==> config.mk <==
export PLATFORM = sky130hd
export DESIGN_NAME = mem_fill_engine
export DESIGN_NICKNAME = d
export VERILOG_FILES = /design/src/rtl/mem_fill_pkg.sv /design/src/rtl/mem_fill_pattern.sv /design/src/rtl/mem_fill_engine.sv
export SDC_FILE = /design/constraint.sdc
export NUM_CORES = 1
export LEC_CHECK = 0
export BUFFER_PORTS_ARGS = -buffer_cell sky130_fd_sc_hd__buf_4
export CAP_MARGIN = 20
export CORE_ASPECT_RATIO = 1.75
export CORE_MARGIN = 8
export CORE_UTILIZATION = 58
export CTS_CLUSTER_SIZE = 28
export DETAILED_ROUTE_END_ITERATION = 16
export PLACE_DENSITY = 0.82
export SLEW_MARGIN = 10
export SYNTH_ARGS = -nofsm -noshare
export SYNTH_HDL_FRONTEND = slang
export SYNTH_SLANG_ARGS = --single-unit
==> constraint.sdc <==
create_clock -name clk -period 3.13 [get_ports clk]
set_clock_uncertainty 0.2 [all_clocks]
set_input_delay 0.313 -clock clk [delete_from_list [all_inputs] [get_ports clk]]
set_output_delay 0.313 -clock clk [all_outputs]
set_load 0.01 [all_outputs]
==> src/rtl/mem_fill_pkg.sv <==
// Shared types for the memory fill engine: pattern selector and FSM states.
package mem_fill_pkg;

    typedef enum logic [1:0] {
        MODE_IDENTITY   = 2'd0,
        MODE_CONSTANT   = 2'd1,
        MODE_DESCENDING = 2'd2,
        MODE_XOR        = 2'd3
    } mode_t;

    typedef enum logic [1:0] {
        IDLE   = 2'd0,
        WRITE  = 2'd1,
        FINISH = 2'd2
    } state_t;

endpackage

==> src/rtl/mem_fill_pattern.sv <==
// Combinational pattern generator: maps (mode, address, fill value) to RAM data.
// The address is zero-extended or truncated to DATA_W before use.
module mem_fill_pattern
    import mem_fill_pkg::*;
#(
    parameter int ADDR_W = 8,
    parameter int DATA_W = 8,
    parameter int DEPTH  = 256
) (
    input  mode_t             mode_i,
    input  logic [ADDR_W-1:0] addr_i,
    input  logic [DATA_W-1:0] fill_value_i,
    output logic [DATA_W-1:0] data_o
);

    localparam logic [ADDR_W-1:0] LAST_ADDR = ADDR_W'(DEPTH - 1);

    logic [DATA_W-1:0] addr_ext;

    assign addr_ext = DATA_W'(addr_i);

    // Select the data word for the current address.
    always_comb begin
        data_o = addr_ext;
        case (mode_i)
            MODE_IDENTITY:   data_o = addr_ext;
            MODE_CONSTANT:   data_o = fill_value_i;
            // addr never exceeds LAST_ADDR, so this cannot underflow
            MODE_DESCENDING: data_o = DATA_W'(LAST_ADDR - addr_i);
            MODE_XOR:        data_o = addr_ext ^ fill_value_i;
            default:         data_o = addr_ext;
        endcase
    end

endmodule

==> src/rtl/mem_fill_engine.sv <==
// Fills an address window of a single-port RAM with a selected pattern.
// Start/done handshake, arbiter grant stalls, abort stops early, and
// windows running past DEPTH are rejected without writing.
//
//   state  | meaning
//   IDLE   | waiting for start; done/error/aborted cleared
//   WRITE  | issuing one write per granted cycle
//   FINISH | one cycle before the done pulse
module mem_fill_engine
    import mem_fill_pkg::*;
#(
    parameter int ADDR_W = 8,
    parameter int DATA_W = 8,
    parameter int DEPTH  = 256
) (
    input  logic              clk,
    input  logic              reset,
    input  logic              start,
    input  logic [1:0]        mode,
    input  logic [DATA_W-1:0] fill_value,
    input  logic [ADDR_W-1:0] base_addr,
    input  logic [ADDR_W:0]   length,
    input  logic              grant,
    input  logic              abort,
    output logic [ADDR_W-1:0] ram_address,
    output logic [DATA_W-1:0] ram_data,
    output logic              ram_wren,
    output logic              busy,
    output logic              done,
    output logic              error,
    output logic              aborted
);

    localparam logic [ADDR_W+1:0] DEPTH_EXT = (ADDR_W+2)'(DEPTH);
    localparam logic [ADDR_W:0]   CNT_ONE   = (ADDR_W+1)'(1);

    state_t             state_q,   state_d;
    mode_t              mode_q,    mode_d;
    logic [DATA_W-1:0]  fill_q,    fill_d;
    logic [ADDR_W-1:0]  base_q,    base_d;
    logic [ADDR_W:0]    len_q,     len_d;
    logic [ADDR_W:0]    cnt_q,     cnt_d;
    logic               err_q,     err_d;
    logic               abt_q,     abt_d;
    logic [ADDR_W-1:0]  addr_q,    addr_d;
    logic [DATA_W-1:0]  data_q,    data_d;
    logic               wren_q,    wren_d;
    logic               done_q,    done_d;
    logic               error_q,   error_d;
    logic               aborted_q, aborted_d;

    logic [ADDR_W-1:0]  wr_addr;
    logic [DATA_W-1:0]  pat_data;
    logic               out_of_range;

    // cnt stays below len_q <= DEPTH while writing, so the low bits suffice
    assign wr_addr = base_q + cnt_q[ADDR_W-1:0];

    // Sum is widened by two bits so base+length can never wrap before the compare.
    assign out_of_range = ({2'b00, base_addr} + {1'b0, length}) > DEPTH_EXT;

    mem_fill_pattern #(
        .ADDR_W (ADDR_W),
        .DATA_W (DATA_W),
        .DEPTH  (DEPTH)
    ) u_pattern (
        .mode_i       (mode_q),
        .addr_i       (wr_addr),
        .fill_value_i (fill_q),
        .data_o       (pat_data)
    );

    // Next-state and registered-output logic.
    always_comb begin
        state_d   = state_q;
        mode_d    = mode_q;
        fill_d    = fill_q;
        base_d    = base_q;
        len_d     = len_q;
        cnt_d     = cnt_q;
        err_d     = err_q;
        abt_d     = abt_q;
        addr_d    = addr_q;
        data_d    = data_q;
        wren_d    = 1'b0;
        done_d    = 1'b0;
        error_d   = 1'b0;
        aborted_d = 1'b0;

        case (state_q)
            IDLE: begin
                if (start) begin
                    mode_d = mode_t'(mode);
                    fill_d = fill_value;
                    base_d = base_addr;
                    len_d  = length;
                    cnt_d  = '0;
                    abt_d  = 1'b0;
                    if ((length == '0) || out_of_range) begin
                        // zero length is a legal no-op, not an error
                        err_d   = (length != '0);
                        state_d = FINISH;
                    end else begin
                        err_d   = 1'b0;
                        state_d = WRITE;
                    end
                end
            end

            WRITE: begin
                if (abort) begin
                    abt_d   = 1'b1;
                    state_d = FINISH;
                end else if (grant) begin
                    wren_d = 1'b1;
                    addr_d = wr_addr;
                    data_d = pat_data;
                    cnt_d  = cnt_q + CNT_ONE;
                    if (cnt_q == (len_q - CNT_ONE)) begin
                        state_d = FINISH;
                    end
                end
            end

            FINISH: begin
                done_d    = 1'b1;
                error_d   = err_q;
                aborted_d = abt_q;
                state_d   = IDLE;
            end

            default: state_d = IDLE;
        endcase
    end

    // State and output registers with asynchronous clear.
    always_ff @(posedge clk or posedge reset) begin
        if (reset) begin
            state_q   <= IDLE;
            mode_q    <= MODE_IDENTITY;
            fill_q    <= '0;
            base_q    <= '0;
            len_q     <= '0;
            cnt_q     <= '0;
            err_q     <= 1'b0;
            abt_q     <= 1'b0;
            addr_q    <= '0;
            data_q    <= '0;
            wren_q    <= 1'b0;
            done_q    <= 1'b0;
            error_q   <= 1'b0;
            aborted_q <= 1'b0;
        end else begin
            state_q   <= state_d;
            mode_q    <= mode_d;
            fill_q    <= fill_d;
            base_q    <= base_d;
            len_q     <= len_d;
            cnt_q     <= cnt_d;
            err_q     <= err_d;
            abt_q     <= abt_d;
            addr_q    <= addr_d;
            data_q    <= data_d;
            wren_q    <= wren_d;
            done_q    <= done_d;
            error_q   <= error_d;
            aborted_q <= aborted_d;
        end
    end

    assign ram_address = addr_q;
    assign ram_data    = data_q;
    assign ram_wren    = wren_q;
    assign busy        = (state_q != IDLE);
    assign done        = done_q;
    assign error       = error_q;
    assign aborted     = aborted_q;

endmodule

# Yosys cells after proc, flatten, opt, wreduce, memory -nomap -nowiden
# Index checks and enable logic that the tools add are counted.
# totals
regBits,60
input_bits,32
word_cells,67
# op_classes
addsub,5
n_lt_le_gt_ge,1
n_eq_ne,12
mux,21
n_bitwise,2
reduce_logical,12
# op_table
op,count
case mux 8 bit (4 select lines),1
2-to-1 mux 9 bit,3
case mux 9 bit (2 select lines),1
adder 8 x 9 -> 10 bit,1
greater-than comparator 10 x 9 -> 1 bit (second input constant),1
2-to-1 mux 2 bit,5
adder 9 x 1 -> 9 bit (second input constant),1
equality test 9 bit,1
logical NOT 9 bit,1
2-to-1 mux 1 bit,9
AND reduction 3 bit,3
nonzero test 9 bit,1
subtractor 9 x 1 -> 9 bit (second input constant),1
adder 8 bit,1
!= test 2 bit (second input constant),4
subtractor 8 bit (first input constant),1
XOR 8 bit,1
equality test 2 bit (second input constant),3
!= test 3 bit (second input constant),2
equality test 2 x 1 -> 1 bit (second input constant),2
logical NOT 2 bit,2
case mux 2 bit (2 select lines),1
AND reduction 4 bit,1
nonzero test 2 bit,2
other kinds (4),4

# Logic depth before layout (Yosys ltp)
# Gate-level depths: netlist (run 1).
# depth
word_depth,6
ltp_mapped,10
depth_no_buf,10

# Cells and area by module
# From an unflattened synthesis (run 1), not the netlist that was laid out.
# hier_totals
cells_unflattened,434
area_unflattened_um2,3711.1
# by_module_without_submodules
module,instances,cells_per_inst,area_per_inst_um2,seq_area_each_um2
mem_fill_engine,1,390,3385.7,1501.4
mem_fill_pattern,1,44,325.3,0.0

# Worst setup path after synthesis (run 1)
# No wires, ideal clock.
# synth_path
kind,register to register
start,register cnt_q[1]
end,register data_q[7] (netlist: ram_data[7])
setup_ps,126
t_arrival_ps,2312
setup_slack_ps,492
path_stages_with_launch,9
n_path_buf,0
cell_sequence,dfrtp_1 ha_1 a21o_1 a21oi_1 o21bai_1 a2111oi_0 nor2_1 xor2_1 a221o_1
# synth_between
elab_chain_cells,3
elab_cells_between_ends,4
classes_between,add/sub: 2; mux: 1; bitwise: 1
# synth_lines
element,line_no,rtl
start: declaration,mem_fill_engine.sv:42,"logic [ADDR_W:0] cnt_q, cnt_d;"
start signal: assignment,mem_fill_engine.sv:159,cnt_q <= cnt_d;
adder 8 bit (*),mem_fill_engine.sv:57,assign wr_addr = base_q + cnt_q[ADDR_W-1:0];
subtractor 8 bit / XOR 8 bit (equally long branches),"mem_fill_pattern.sv:29, mem_fill_pattern.sv:30",
case mux 8 bit (4 select lines) (*),mem_fill_pattern.sv:25,case (mode_i)
end signal: assignment,mem_fill_engine.sv:163,data_q <= data_d;
end: declaration,mem_fill_engine.sv:46,"logic [DATA_W-1:0] data_q, data_d;"
# Mark *: on every way between the ends. The rest lies on a longest branch, timed or not.
# A chain may end at the register's enable or synchronous reset.

# Worst setup path in the final report (run 1)
# layout_path
start,input base_addr[0]
end,register err_q
# layout_between
elab_chain_cells,4
# layout_lines
element,line_no,rtl
start: declaration,mem_fill_engine.sv:21,"input logic [ADDR_W-1:0] base_addr,"
adder 8 x 9 -> 10 bit,mem_fill_engine.sv:60,"assign out_of_range = ({2'b00, base_addr} + {1'b0, length}) > DEPTH_EXT;"
greater-than comparator 10 x 9 -> 1 bit,mem_fill_engine.sv:60,
logical OR 1 bit,mem_fill_engine.sv:99,if ((length == '0) || out_of_range) begin
2-to-1 mux 1 bit,mem_fill_engine.sv:99,
end signal: assignment,mem_fill_engine.sv:160,err_q <= err_d;
end: declaration,mem_fill_engine.sv:43,"logic err_q, err_d;"
# No other way between the ends.

==> flow_summary.yaml, run 1 <==
global_routing:
  gr-total-overflow: 0
  use_met1: 0.182
  grt_max_degree: 61
  grt_pass1_wl_microns: 15500
  use_met2: 0.402
  antenna_found_initial: 0
  track_usage: 0.206
  grt_util_met3: 0.0482
  grt_pass1_vias: 3488
  grt_busiest_layer: "met2"
worst_setup_path:
  slowest_delay_ns: 0.55
  crit_path_end_kind: "flip-flop"
  path_buf_inv: 3
  critPathLaunchType: "input pin"
  arrival_ns: 3.09
  crit_path_cell_trace: "dlygate4sd3_1, buf_4, ha_1, inv_1, fa_1, nand2b_1, a21oi_2, nor3b_1, o21ai_0, a32oi_1, a211oi_2, o31ai_1"
  ff2ff_setup_slack_ns: 0.37
  required_ns: 3.18
  path_class: "in -> reg"
  crit_slowest_cell: "dlygate4sd3_1"
  critPathTopFamily: "compound AO/OA/AOI/OAI gates"
  critPathMaxFanout: 4
power:
  powerDensity_nw_per_um2: 795
  p_leak_nw: 2.25
  power_mw: 3.63
  peakVddDrop_mv: 0.538
sta:
  setup_viol: 0
  period_share: 0.974
  maxSlewViolCount: 0
  fin_hold_ws_ns: 0.0205
  max_slew_margin: 0.310
  hold_violations: 0
  clock.fmax_mhz: 328
  fin_crit_ns: 3.05
  tightest_slew_ns: 1.03
synthesis:
  synth_flop_cell: "dfrtp_1"
  synth.avg_cell_area_sq_um: 8.41
  netlist.area_leader.share: 0.412
  syn_area_sq_um: 3640
  synth_edf_count: 0
  synth.area.top_cells: "dfrtp_1, nand2_1, ha_1"
  synthArstFlopShare: 1.00
  seq_area_frac_synth: 0.412
  synth_seq_cells: 60
  synth_top_area_cell: "dfrtp_1"
  syn_inst: 433
  synth_warnings: 0
  syn-num-nets: 484
  ys_types: 52
  synth_most_common_cell: "nand2_1"
  ys_top_cells_by_count: "nand2_1, dfrtp_1, nor2_1"
clock_network:
  clk_latency_ns: 0.35
  path_clk_slew_ns: 0.06
  cts-root-buf: "clkbuf_8"
  htree_levels: 3
  postCtsSetupRepairBufs: 0
  cts.sinks: 60
  clockBufferDepth: 2
  cts_made_buffers: 9
  cts_tree: "done"
routing:
  ant_nets: 0
  first_pass_iters: 5
  routedWlPerCell_microns: 15.5
  drc: 0
  dr_total_vias: 3378
  routed_wl_microns: 9210
  routed_via_density: 5.68
  drt_iter0_markers: 171
placement:
  placed_cells_incl_taps: 554
  place_congestion: 0.925
  place_hpwl_microns: 6540
  port_buffers: 52
final_layout:
  utilization: 0.745
  layout.nets: 561
  drive_gt1_frac: 0.150
  num_antenna_cells: 0
  nFillCells: 453
  finalNonFillerCells: 595
  layout-area-overhead-vs-synth_pct: 25.3
floorplan:
  coreArea_sq_um: 6130
  die_h_microns: 121
  io_pins: 53
  fp.dieArea_sq_um: 9170
  die_x_microns: 75.9
  start_util: 0.594
  placementRows: 38
min_path:
  min_path_type: "in -> reg"
outcome:
  outcome: "finished clean"
job:
  maxCapViolCount: 0
## report_power, final
group,switching (mW),internal [mW]
clock network,0.291,0.397
registers,0.288,1.08
logic,0.865,0.706
## metrics by stage
step | worst slack (ns) | cell area (sq um) | setup TNS, ns
after floorplan | 0.492 | 3640 | 0
after global placement | 0.408 | 4110 | 0
after detailed placement | 0.304 | 4110 | 0
after CTS | 0.126 | 4560 | 0
after global routing | -0.0280 | 4570 | -0.0280
final | 0.0805 | 4570 | 0
## cells by family (layout without fill, tap and decap cells)
logic type	after synthesis	count (layout)	share of synthesized area
AOI/OAI and AO/OA	71	71	0.138
xor gates and xnor gates	27	27	0.0649
adders and majority gates	19	19	0.0694
buffers and inverters	31	113	0.0319
DFF	60	60	0.412
muxes	2	2	0.00584
and+or+nand+nor	223	223	0.277
## worst min-delay path: cells and delay by family
kind | cells | cell delay (ns)
compound gates | 1 | 0.06
simple gates | 1 | 0.05
buf+inv | 1 | 0.11
## metal layers
metal / vias to the layer above / part of all wire
met2: 116 / 0.56
met1: 1602 / 0.36
met4: 0 / 0.032
met3: 24 / 0.052
li1: 1636 / -
met5: - / 0
## cell usage in the layout (no fill, tap or decap), types with 17 or more instances in the layout
cell	count
nand2b_1	17
dlygate4sd3_1	25
nor2_1	33
dfrtp_1	60
nand2_1	121
o21ai_0	17
ha_1	17
buf_4	56
## repair_timing
action | in CTS | in global routing
hold buffers | 25 | 0
endpoints found under the setup margin | 0 | 2
hold endpoints to repair | 33 | 0
resized for setup | 0 | 2
## area by class of cell
| type | count | area, sq um | area share |
|---|---|---|---|
| sequential | 60 | 1500 | 0.329 |
| timing repair buffer | 81 | 671 | 0.147 |
| multi-input combinational | 342 | 2030 | 0.445 |
| clock buffer | 16 | 200 | 0.0438 |
| tap | 80 | 100 | 0.0219 |
| inverter | 16 | 60.1 | 0.0132 |
## path summary, 6_finish.rpt
path                               end    startpoint  depth (start not counted)
min in group asynchronous    fill_q[1]         reset                          4
setup reg to reg           ram_data[7]      cnt_q[1]                          9
setup / recovery                 err_q  base_addr[0]                         12
hold / removal                len_q[1]     length[1]                          3
hold reg to reg            ram_data[1]   ram_data[1]                          2
max in group asynchronous     len_q[2]         reset                          4
## flip-flops by register name, indices dropped and copies added, names as in the netlist, 2 cells and up
| signal | flops |
|---|---|
| ram_data | 8 |
| cnt_q | 9 |
| len_q | 9 |
| base_q | 8 |
| fill_q | 8 |
| ram_address | 8 |
| state_q | 2 |
| mode_q | 2 |
Note: power is estimated with default switching activity, not from simulation.
==> run 2, diff against run 1 <==
--- a/config.mk
+++ b/config.mk
@@ -5,7 +5,7 @@
 export SDC_FILE = /design/constraint.sdc
 export NUM_CORES = 1
 export LEC_CHECK = 0
-export BUFFER_PORTS_ARGS = -buffer_cell sky130_fd_sc_hd__buf_4
+export BUFFER_PORTS_ARGS = -buffer_cell sky130_fd_sc_hd__buf_2
 export CAP_MARGIN = 20
 export CORE_ASPECT_RATIO = 1.75
 export CORE_MARGIN = 8
@@ -13,7 +13,9 @@
 export CTS_CLUSTER_SIZE = 28
 export DETAILED_ROUTE_END_ITERATION = 16
 export PLACE_DENSITY = 0.82
+export RECOVER_POWER = 25
 export SLEW_MARGIN = 10
 export SYNTH_ARGS = -nofsm -noshare
 export SYNTH_HDL_FRONTEND = slang
+export SYNTH_HIERARCHICAL = 1
 export SYNTH_SLANG_ARGS = --single-unit
==> run 2 against run 1 <==
First-iteration DRC count decreased by 24%. Clock power decreased by 18%. Critical endpoint is now ram_data[6]. Largest power group unchanged. Sequential power decreased by 6%. Hold slack improved by 0.038 ns. Global-route usage increased by 0.33 points. Combinational power decreased by 11%. Synthesized cell count increased by 0.23%. Largest cell class unchanged. Power decreased by 10%. Core utilization decreased by 3.0 points.
==> flow_summary.yaml, run 2 <==
outcome:
  outcome: "finished clean"
sta:
  max_slew_margin: 0.217
  tightest_slew_ns: 1.17
  finalWorstSetupSlack_ns: 0.298
  clock.fmax_mhz: 353
  setup_viol: 0
  fin_crit_ns: 2.83
  setup_tns_ns: 0
  rsz0062_at_grt: "no"
  period_share: 0.905
  maxSlewViolCount: 0
  hold_violations: 0
final_layout:
  finalNonFillerCells: 594
  layout-area-overhead-vs-synth_pct: 19.1
  nFillCells: 491
  layout_commonest_cell: "nand2_1"
  layout.nets: 564
  drive_gt1_frac: 0.177
  reg.largest.list: "cnt_q (9), len_q (9)"
  num_antenna_cells: 0
  final_cell_mix: "nand2_1, dfrtp_1, buf_2"
synthesis:
  synth_edf_count: 0
  synth_seq_cells: 60
  synth.area.mux_share: 0.0148
  synthArstFlopShare: 1.00
  syn_area_sq_um: 3710
  synth.avg_cell_area_sq_um: 8.55
  ys_top_cells_by_count: "nand2_1, dfrtp_1, nor2_1, xnor2_1, inv_1"
  synth-compound-area-share: 0.123
  synth.area.top_cells: "dfrtp_1, nand2_1, ha_1"
  synth_most_common_cell: "nand2_1"
  synth_fa_ha_area_frac: 0.0681
  synth_flop_cell: "dfrtp_1"
  synth_xor_area_frac: 0.0779
  seq_area_frac_synth: 0.405
  synth_simple_gate_area_share: 0.264
  synth_top_area_cell: "dfrtp_1"
  netlist.area_leader.share: 0.405
  syn-num-nets: 485
  synth_warnings: 6
  ys_types: 56
  syn_inst: 434
  synth_top_family_by_area: "simple AND/OR/NAND/NOR gates"
power:
  seqPwrFrac: 0.397
  powerDensity_nw_per_um2: 736
  comb_power_share: 0.429
  peakVddDrop_mv: 0.378
  p_sw_mw: 1.28
  p_int_mw: 1.97
  clock_power_share: 0.174
  switching_share: 0.394
  p_leak_nw: 2.20
clock_network:
  htree_levels: 3
  cts_made_buffers: 9
  clk_latency_ns: 0.35
  cts.sinks: 60
  path_clk_slew_ns: 0.06
  postCtsSetupRepairBufs: 0
  cts-root-buf: "clkbuf_8"
  cts_tree: "done"
  clockBufferDepth: 2
worst_setup_path:
  crit_path_start: "cnt_q[0]"
  critPathLaunchType: "flip-flop"
  worst-path-stages: 13
  crit_path_end: "ram_data[6]"
  path_buf_inv: 1
  crit_path_cell_trace: "ha_1, inv_1, fa_1, nor2b_1, o21ai_0, a21boi_1, o21ai_0, nor2b_1, xnor2_1, xnor2_1, a221oi_1, nand2_1, nand2_1"
  reg2reg_from: "cnt_q[0]"
  path_class: "reg -> reg"
  crit_slowest_cell: "dfrtp_1"
  r2r_cells: 13
  slowest_delay_ns: 0.44
  worstReg2RegEnd: "ram_data[6]"
  arrival_ns: 2.92
  required_ns: 3.22
  critPathMaxFanout: 6
  critPathTopFamily: "compound AO/OA/AOI/OAI gates"
  ff2ff_setup_slack_ns: 0.30
  crit_path_end_kind: "flip-flop"
floorplan:
  fp.dieArea_sq_um: 9310
  start_util: 0.600
  placementRows: 38
  coreArea_sq_um: 6180
  io_pins: 53
  die_x_microns: 76.5
  die_h_microns: 122
routing:
  ant_nets: 0
  drt_iter0_markers: 130
  routedWlPerCell_microns: 15.5
  routed_wl_microns: 9220
  dr_total_vias: 3309
  drc: 0
  routed_via_density: 5.57
  first_pass_iters: 4
global_routing:
  grt_pass1_vias: 3501
  grt_pass1_wl_microns: 15400
  antenna_found_initial: 0
  grt_max_degree: 33
  gr-total-overflow: 0
  track_usage: 0.209
placement:
  place_worst_setup_slack_ns: 0.253
  place_hpwl_microns: 6810
  placed_cells_incl_taps: 557
  place_congestion: 0.836
  port_buffers: 52
job:
  maxCapViolCount: 0
min_path:
  min_path_type: "in -> reg"
[run 2: how the worst min path moves through the flow]
| stage | start | endpoint | slack [ns] | cells after the start |
|---|---|---|---|---|
| 2_1_floorplan | base_addr[0] | base_q[0] | 0.22 | 2 |
| 3_3_place_gp | reset | aborted | 0.06 | 2 |
| 3_5_place_dp | reset | aborted | 0.06 | 2 |
| 4_1_cts | abort | abt_q | 0.04 | 3 |
| 5_1_grt | abort | abt_q | 0.07 | 3 |
| 6_report | abort | abt_q | 0.06 | 3 |
[run 2: power by group through the flow]
stage	Combinational (mW)	Clock (mW)	Sequential, mW
after detailed placement	1.36	0	1.31
after floorplan	1.02	0	1.27
after global placement	1.31	0	1.29
after global routing	1.57	0.612	1.33
after CTS	1.40	0.578	1.30
final	1.40	0.566	1.29
[run 2: through the flow]
step	power, mW	hold WS [ns]	util	cell area, sq um
global placement	2.60	0.0569	0.652	4030
floorplan	2.30	0.218	-	3710
CTS	3.27	0.0422	0.716	4420
detailed placement	2.67	0.0626	0.652	4030
global route	3.51	0.0664	0.715	4420
finish	3.25	0.0589	0.715	4420
[run 2: worst register-to-register path: stages (launching register included)]
cell	delay, ns
dfrtp_1	0.44
ha_1	0.20
inv_1	0.05
fa_1	0.40
nor2b_1	0.11
o21ai_0	0.11
a21boi_1	0.21
o21ai_0	0.12
nor2b_1	0.16
xnor2_1	0.24
xnor2_1	0.10
a221oi_1	0.31
nand2_1	0.08
nand2_1	0.06
[run 2: area by class of cell]
| type | count | area (sq um) | area share |
|---|---|---|---|
| clock buffer | 12 | 145 | 0.0328 |
| tap | 80 | 100 | 0.0227 |
| sequential | 60 | 1500 | 0.340 |
| inverter | 21 | 78.8 | 0.0178 |
| timing repair buffer | 84 | 559 | 0.127 |
| multi-input combinational | 337 | 2030 | 0.460 |
[run 2: kinds of logic (layout without fill, tap and decap cells)]
kind of cell	after synthesis	after routing
AO/OA/AOI/OAI	67	67
XOR/XNOR	33	33
adder cells (fa/ha/maj)	19	19
buffers and inverters	37	117
flip-flops	60	60
multiplexers	5	5
AND/OR/NAND/NOR	213	213
[run 2: what timing repair did]
action / 4_1_cts / 5_1_grt
resized for setup: 0 / 1
hold endpoints to repair: 35 / 0
endpoints found under the setup margin: 0 / 1
hold buffers: 25 / 0
[run 2: metal layers]
layer	routed length, microns	global-route usage
met3	453	0.0553
met1	3230	0.177
met5	0	0
met4	561	0.184
met2	4970	0.391
